$ cat src/rtl/uart_pkg.sv
// Shared definitions for the UART transmit path: byte width and the
// go/bsy handshake state encoding used by uart_tx_fifo.
package uart_pkg;

    localparam int UartDataWidth = 8;

    typedef enum logic [2:0] {
        Idle,
        WaitBsy,
        WaitDone,
        Release,
        Gap
    } uart_tx_fifo_state_e;

endpackage

$ cat src/rtl/fifo_mem.sv
// Depth x byte register array with a synchronous write port and an
// asynchronous read port addressed by the FIFO read pointer.
module fifo_mem
    import uart_pkg::*;
#(
    parameter  int Depth = 16,
    localparam int AddrW = $clog2(Depth)
) (
    input  logic                     clk_i,
    input  logic                     wr_en_i,
    input  logic [AddrW-1:0]         wr_addr_i,
    input  logic [UartDataWidth-1:0] wr_data_i,
    input  logic [AddrW-1:0]         rd_addr_i,
    output logic [UartDataWidth-1:0] rd_data_o
);

    logic [UartDataWidth-1:0] mem_q [Depth];

    always_ff @(posedge clk_i) begin
        if (wr_en_i) begin
            mem_q[wr_addr_i] <= wr_data_i;
        end
    end

    assign rd_data_o = mem_q[rd_addr_i];

endmodule

$ cat src/rtl/uart_tx_fifo.sv
// Circular byte FIFO feeding a UART transmitter through its go/bsy handshake.
// Define UART_TX_FIFO_OVERFLOW_EN to add the sticky overflow output.
module uart_tx_fifo
    import uart_pkg::*;
#(
    parameter int Depth = 16
) (
    input  logic                     clk,
    input  logic                     rst_n,
    input  logic [UartDataWidth-1:0] wr_data,
    input  logic                     wr_en,
    output logic                     full,
    output logic                     empty,
    output logic [$clog2(Depth):0]   level,
    output logic [UartDataWidth-1:0] tx_data,
    output logic                     tx_go,
    input  logic                     tx_bsy
`ifdef UART_TX_FIFO_OVERFLOW_EN
    ,
    output logic                     overflow
`endif
);

    localparam int PtrW = $clog2(Depth);
    localparam int CntW = PtrW + 1;

    logic [PtrW-1:0]          wr_ptr_q, wr_ptr_d;
    logic [PtrW-1:0]          rd_ptr_q, rd_ptr_d;
    logic [CntW-1:0]          count_q, count_d;
    logic                     wr_accept;
    logic                     pop;
    logic [UartDataWidth-1:0] rd_data;
    uart_tx_fifo_state_e      state_q;
    logic                     tx_go_q;
    logic [UartDataWidth-1:0] tx_data_q;

    assign full  = (count_q == CntW'(Depth));
    assign empty = (count_q == '0);
    assign level = count_q;

    // A write at full is dropped even when the same edge pops an entry.
    assign wr_accept = wr_en && !full;
    assign pop       = (state_q == Release);

    always_comb begin
        wr_ptr_d = wr_accept ? wr_ptr_q + PtrW'(1) : wr_ptr_q;
        rd_ptr_d = pop ? rd_ptr_q + PtrW'(1) : rd_ptr_q;
        count_d  = count_q;
        case ({wr_accept, pop})
            2'b10:   count_d = count_q + CntW'(1);
            2'b01:   count_d = count_q - CntW'(1);
            default: count_d = count_q;
        endcase
    end

    always_ff @(posedge clk or negedge rst_n) begin
        if (!rst_n) begin
            wr_ptr_q <= '0;
            rd_ptr_q <= '0;
            count_q  <= '0;
        end else begin
            wr_ptr_q <= wr_ptr_d;
            rd_ptr_q <= rd_ptr_d;
            count_q  <= count_d;
        end
    end

    fifo_mem #(
        .Depth(Depth)
    ) u_mem (
        .clk_i    (clk),
        .wr_en_i  (wr_accept),
        .wr_addr_i(wr_ptr_q),
        .wr_data_i(wr_data),
        .rd_addr_i(rd_ptr_q),
        .rd_data_o(rd_data)
    );

    // Release and Gap keep go low for two cycles so the transmitter can
    // leave its wait-for-go-low state before the next request.
    always_ff @(posedge clk or negedge rst_n) begin
        if (!rst_n) begin
            state_q   <= Idle;
            tx_go_q   <= 1'b0;
            tx_data_q <= '0;
        end else begin
            case (state_q)
                Idle: begin
                    if (!empty) begin
                        tx_data_q <= rd_data;
                        tx_go_q   <= 1'b1;
                        state_q   <= WaitBsy;
                    end
                end
                WaitBsy: begin
                    if (tx_bsy) begin
                        state_q <= WaitDone;
                    end
                end
                WaitDone: begin
                    if (!tx_bsy) begin
                        tx_go_q <= 1'b0;
                        state_q <= Release;
                    end
                end
                Release: state_q <= Gap;
                Gap:     state_q <= Idle;
                default: begin
                    tx_go_q <= 1'b0;
                    state_q <= Idle;
                end
            endcase
        end
    end

    assign tx_go   = tx_go_q;
    assign tx_data = tx_data_q;

`ifdef UART_TX_FIFO_OVERFLOW_EN
    logic overflow_q;

    always_ff @(posedge clk or negedge rst_n) begin
        if (!rst_n) begin
            overflow_q <= 1'b0;
        end else if (wr_en && full) begin
            overflow_q <= 1'b1;
        end
    end

    assign overflow = overflow_q;
`endif

endmodule

$ cat config.mk
export PLATFORM = sky130hd
export DESIGN_NAME = uart_tx_fifo
export DESIGN_NICKNAME = d
export VERILOG_FILES = /design/src/rtl/uart_pkg.sv /design/src/rtl/fifo_mem.sv /design/src/rtl/uart_tx_fifo.sv
export SDC_FILE = /design/constraint.sdc
export NUM_CORES = 1
export LEC_CHECK = 0
export CORE_MARGIN = 3
export CORE_UTILIZATION = 58
export CTS_BUF_LIST = sky130_fd_sc_hd__clkbuf_4 sky130_fd_sc_hd__clkbuf_8
export DETAILED_ROUTE_END_ITERATION = 12
export PLACE_DENSITY = 0.77
export SLEW_MARGIN = 25
export SYNTH_ARGS = -nofsm -noshare
export SYNTH_HDL_FRONTEND = slang
export SYNTH_SLANG_ARGS = --single-unit
$ cat constraint.sdc
create_clock -name clk -period 6.7 [get_ports clk]
set_clock_uncertainty 0.05 [all_clocks]
set_input_delay 1.005 -clock clk [delete_from_list [all_inputs] [get_ports clk]]
set_output_delay 1.005 -clock clk [all_outputs]
set_load 0.005 [all_outputs]
# After elaboration in Yosys (flattened, before gate mapping)

Memories as Yosys holds them, arrays and structs flattened. A register that Yosys moved wholly into a read port is not among the register bits.
Cells that the tools add are included.

Input bits: 12
Output and inout bits: 16
Register bits after elaboration: 17
Memories: 1
RAM bits: 128

Reduce and logical (&&, ||, !) cells: 10
Equal/unequal tests: 10
Bitwise gates (word level): 2
Add/sub/neg operators: 4
Muxes and demuxes: 10

Memories:

| memory      | words | bits a word | read ports | clocked after Yosys merged registers in | write ports | RTL line       | text |
|---|---|---|---|---|---|---|---|
| u_mem.mem_q | 16    | 8           | 1          | 1                                       | 1           | fifo_mem.sv:17 | `logic [UartDataWidth-1:0] mem_q [Depth];` |

Operators by type and width:

| cell                  | count |
|---|---|
| $pmux W3 S4           | 1 |
| $pmux W5 S2           | 1 |
| $mux W3               | 3 |
| $add A4 B1 Y4 const B | 2 |
| $eq A3 B2 Y1 const B  | 2 |
| $ne A2 B2 Y1 const B  | 3 |
| $reduce_and A3 Y1     | 2 |
| $add A5 B1 Y5 const B | 1 |
| $eq A5 B5 Y1 const B  | 1 |
| $logic_not A5 Y1      | 1 |
| $sub A5 B1 Y5 const B | 1 |
| $mux W1               | 4 |
| $eq A3 B1 Y1 const B  | 1 |
| $eq A3 B3 Y1 const B  | 1 |
| $logic_not A3 Y1      | 1 |
| $pmux W1 S3           | 1 |
| $reduce_or A3 Y1      | 1 |
| $eq A2 B1 Y1 const B  | 1 |
| $eq A2 B2 Y1 const B  | 1 |
| $logic_not A1 Y1      | 2 |
| $not A1 Y1            | 2 |
| $reduce_and A2 Y1     | 1 |
| $reduce_bool A2 Y1    | 1 |
| $logic_and A1 B1 Y1   | 1 |

# Longest topological paths before layout

Depth after elaboration: 5
Mapped depth: 12
Depth with buffers taken out: 10

# Hierarchy

A second synthesis with hierarchy kept.

Cell total of the unflattened synthesis: 323
Area, all modules: 6223.5 µm²

By module, submodules not included:

| module       | cells an instance | area each (µm²) | times used |
|---|---|---|---|
| fifo_mem     | 221               | 4987.3          | 1 |
| uart_tx_fifo | 102               | 1236.2          | 1 |

# Least setup slack after synthesis

Ideal clock, no wire load.

Path kind: input port to flip-flop
Start point: input port wr_en
End point: register count_q[4], in the netlist level[4]
Library setup time: 0.105 ns
Stages: 10
Arrival time: 2.845 ns
Data required time: 6.545 ns
Setup slack: 3.700 ns
Buffers on the path: 1
Path through: a21boi_2 > inv_1 > ha_1 > clkbuf_1 > xor2_1 > ha_1 > o211a_1 > o21ai_0 > o41ai_1 > nor4b_1

Cells in the longest elaborated chain, start to end: 3

Ends and longest elaborated chain:

| what                                                     | RTL line           | text |
|---|---|---|
| start, declared                                          | uart_tx_fifo.sv:11 | `input logic wr_en,` |
| $logic_and A1 B1 Y1 *                                    | uart_tx_fifo.sv:42 | `assign wr_accept = wr_en && !full;` |
| $eq A2 B1 Y1 / $eq A2 B2 Y1 (equally long branches)      | uart_tx_fifo.sv:49 | `case ({wr_accept, pop})` |
| $pmux W5 S2 / $reduce_bool A2 Y1 (equally long branches) | n/a                |  |
| end signal, assigned                                     | uart_tx_fifo.sv:64 | `count_q <= count_d;` |
| end, declared                                            | uart_tx_fifo.sv:29 | `logic [CntW-1:0] count_q, count_d;` |

Mark *: on every way between the ends. The rest lies on a longest branch, timed or not.
A chain may end at the register's enable or synchronous reset.

# Worst setup path after layout

Ends and elaborated chain as after synthesis.

==> results.md <==
- Number of post-CTS setup repair buffers: 0
- Final antenna-violating net count: 0
- Hold crit path type: flip-flop to flip-flop
- RSZ-0062 raised after global routing: no
- Post-route setup slack: between 3000 and 4000 ps
- Tot Pwr: ~2.8 mW
- WP buf/inv: 2
- Synth Area in XOR/XNOR: under 10%
- Crit path capture type: flip-flop
- Post-synth EDFFs: about 130
- CP arrival: approximately 3600 ps
- Seq cells post-synth: 153
- CP Class: primary input to flip-flop
- Fin area: roughly 7000 um2
- Worst EP required: 6960 ps
- Highest Signal Layer: met4
- Drt pass-1 iters: 4
- Clk Latency, worst-skew pair: ~440 ps
- Share of layout cells above drive strength 1: 18.3%
- Post-Synth Simple-Gate Area: between 4 and 5%
- Fmax achieved: 296 MHz
- Vias in the first global route: between 3,000 and 4,000
- Met3 Wirelength: a little over 600 um
- Area leader, netlist: edfxtp_1
- Initial antenna violation count: 0
- Clk buf depth: 2
- CP max-delay cell: clkdlybuf4s50_1
- Metal2 WL: about 5.6 mm
- FP Rows: 37
- Adder-cell share of the synthesized area: 1.80%
- First-pass GRT wire length: between 15 and 20 mm
- Most frequent cells in the layout: 128 x edfxtp_1, 26 x clkdlybuf4s50_1, 24 x dfrtp_1
- Hold Path Stages: 1
- ANT cells: 0
- Final Hold Vio Count: 0
- Cts bufs inserted: 17
- Complex-gate fraction of the synthesized area: approximately 4.4%
- Net Count, Synth: 361
- Lkg Pwr: 2.34 nW
- Core ar.: 10,400 um2
- Largest family of logic cells by synthesized area: multiplexers
- Post-cts hold buffer count: 0
- Total Routing Usage GR: between 20% and 30%
- Area grow syn2layout: 11.7%
- Startpoint types: primary input
- CTS sink cnt: about 150
- M1 WL: about 4.8 mm
- I/O pin count: 28
- Worst vdd ir: approximately 0.25 mV
- I/O Buffers: 27
- Ys async rst share: between 15 and 20%
- CP max stage delay: about 450 ps
- Reg-to-Reg End: level[4]
- Top FF cell, synth: edfxtp_1
- Syn Inst Count: 340
- Post-synthesis sequential area ratio: 71.6%
- Hold path start: state_q[2]
- RR Startpoint: level[1]
- Place WS: 2870 ps
- GPL Wtd Cong: roughly 0.8
- Placed Instances: roughly 490
- Reg-to-reg slack, setup: 3580 ps
- Synth top area cells: edfxtp_1 62%, dfrtp_1 10%, mux4_2 6.9%
- TritonCTS clock tree: built
- Mux contribution to synthesized area: between 10 and 15%
- Worst-path cell chain: clkdlybuf4s50_1 -> a21boi_2 -> inv_1 -> ha_1 -> xor2_1 -> ha_1 -> nor2b_1 -> o21ai_0 -> a21oi_1 -> nor4b_1
- Most common cell after layout, fill and taps aside: edfxtp_1
- Most used cell, CP: ha_1
- GRT overflow: 0
- Max-cap violations: 0
- Worst reg-to-reg path cell count: 10
- CP Max Fanout: 10
- Hpwl dp: around 7.2 mm
- DR iter-0 viols: 300
- Fin cells: 519
- Layout Nets: 391
- Hold WS: 475 ps
- Root buffer cell: clkbuf_8
- Power Density: 403 nW/um2
- Yosys warnings: 0
- Area post-placement: roughly 6600 um2
- Drt total wl: 11.2 mm
- # H-tree levels: 4
- Clock slew at reported path FFs: ~80 ps
- Die area: 12,000 um2
- Final Cycle Share: between 50 and 60%
- Slew headroom: between 30% and 40%
- Die H: ~110 um
- Fin util: 66.9%
- # setup viols final: 0
- Pins Over Slew Limit: 0
- DRC: 0
- Status: complete, no violations
- Vias: about 3,100
- Syn Area/Cell: about 18 um2
- DR WL/cell: 21.5 um
- Least-Margin Pin Slew: around 950 ps
- CP delay by family, top: compound AO/OA/AOI/OAI gates
- Resize count post-CTS: 0
- Die X-Extent: between 100 and 150 um
- FILL cells: a little under 700
- Mapped cell area: between 6000 and 7000 um2
- Area share of the largest cell type after synthesis: roughly 62%
- TNS Setup: 0 ps
- Worst hold endpoint: state_q[0]
- Distinct cells, synth: 41
- Post-layout min period: 3380 ps
- Starting Density: between 50% and 60%
- Vias/cell: approximately 6
- Largest net degree at the start of global routing: 36
## cell usage after synthesis, types with 2 or more instances
cell	instances
nand2_1	15
nand4_1	2
nor2_1	20
a21oi_1	13
xnor2_1	7
xor2_1	3
dfrtp_1	25
buf_2	2
inv_1	8
nor3_1	4
buf_1	2
ha_1	9
mux4_1	13
edfxtp_1	128
o22ai_1	16
nor3b_1	2
clkbuf_1	9
nand2b_1	4
nor2b_1	3
buf_6	3
mux2_2	11
mux4_2	19
o21ai_0	4
## state kept, by name (all words and copies together), names as in the netlist
| name | flops |
|---|---|
| u_mem.mem_q | 128 |
| tx_data | 8 |
| level | 5 |
| rd_ptr_q | 4 |
| wr_ptr_q | 4 |
| state_q | 3 |
| tx_go | 1 |
## worst max path at each step
stage,slack [ps],start,endpoint,cells past startpoint
final,3320,wr_en,level[4],10
after global routing,3180,wr_en,level[4],10
after CTS,3340,wr_en,level[4],10
after detailed placement,2870,wr_en,level[4],10
after global placement,3090,wr_en,level[4],10
after floorplan,3700,wr_en,level[4],10
## logic make-up (layout without fill, tap and decap cells)
family          after synthesis  in the layout
simple gates                 57             57
buf+inv                      25             68
compound gates               43             43
mux                          43             43
xor+xnor                     10             10
flops                       153            153
fa+ha+maj                     9              9
## worst register-to-register path, delay by kind of cell, from the launching register on
family | cells | cell delay [ps]
AOI/OAI and AO/OA | 3 | 600
xor gates and xnor gates | 1 | 120
adders and majority gates | 2 | 590
buffers and inverters | 1 | 130
DFF | 1 | 490
and+or+nand+nor | 3 | 1010
## where the power goes
part           internal, mW  total (mW)  leakage (nW)  switching (mW)
clock network         0.297       0.617         0.175           0.320
registers              1.19        1.37          1.45           0.175
logic                 0.441       0.829         0.721           0.388
total                  1.93        2.81          2.34           0.883
## metal layers
layer,global-route usage [%],up-vias
met5,0,-
met4,8.37,0
met3,5.75,17
met2,32.8,93
met1,28.2,1594
li1,-,1416
## layout make-up
class	instances	area, um2	area share, %
flip-flops and latches	153	4470	64.2
multi-input cells	162	1670	24.0
repair buffers	28	273	3.91
clock buffers	19	249	3.57
well taps	136	170	2.44
clock inverters	13	105	1.51
inverters	8	30.0	0.431
(Power assumes the default switching activity.)
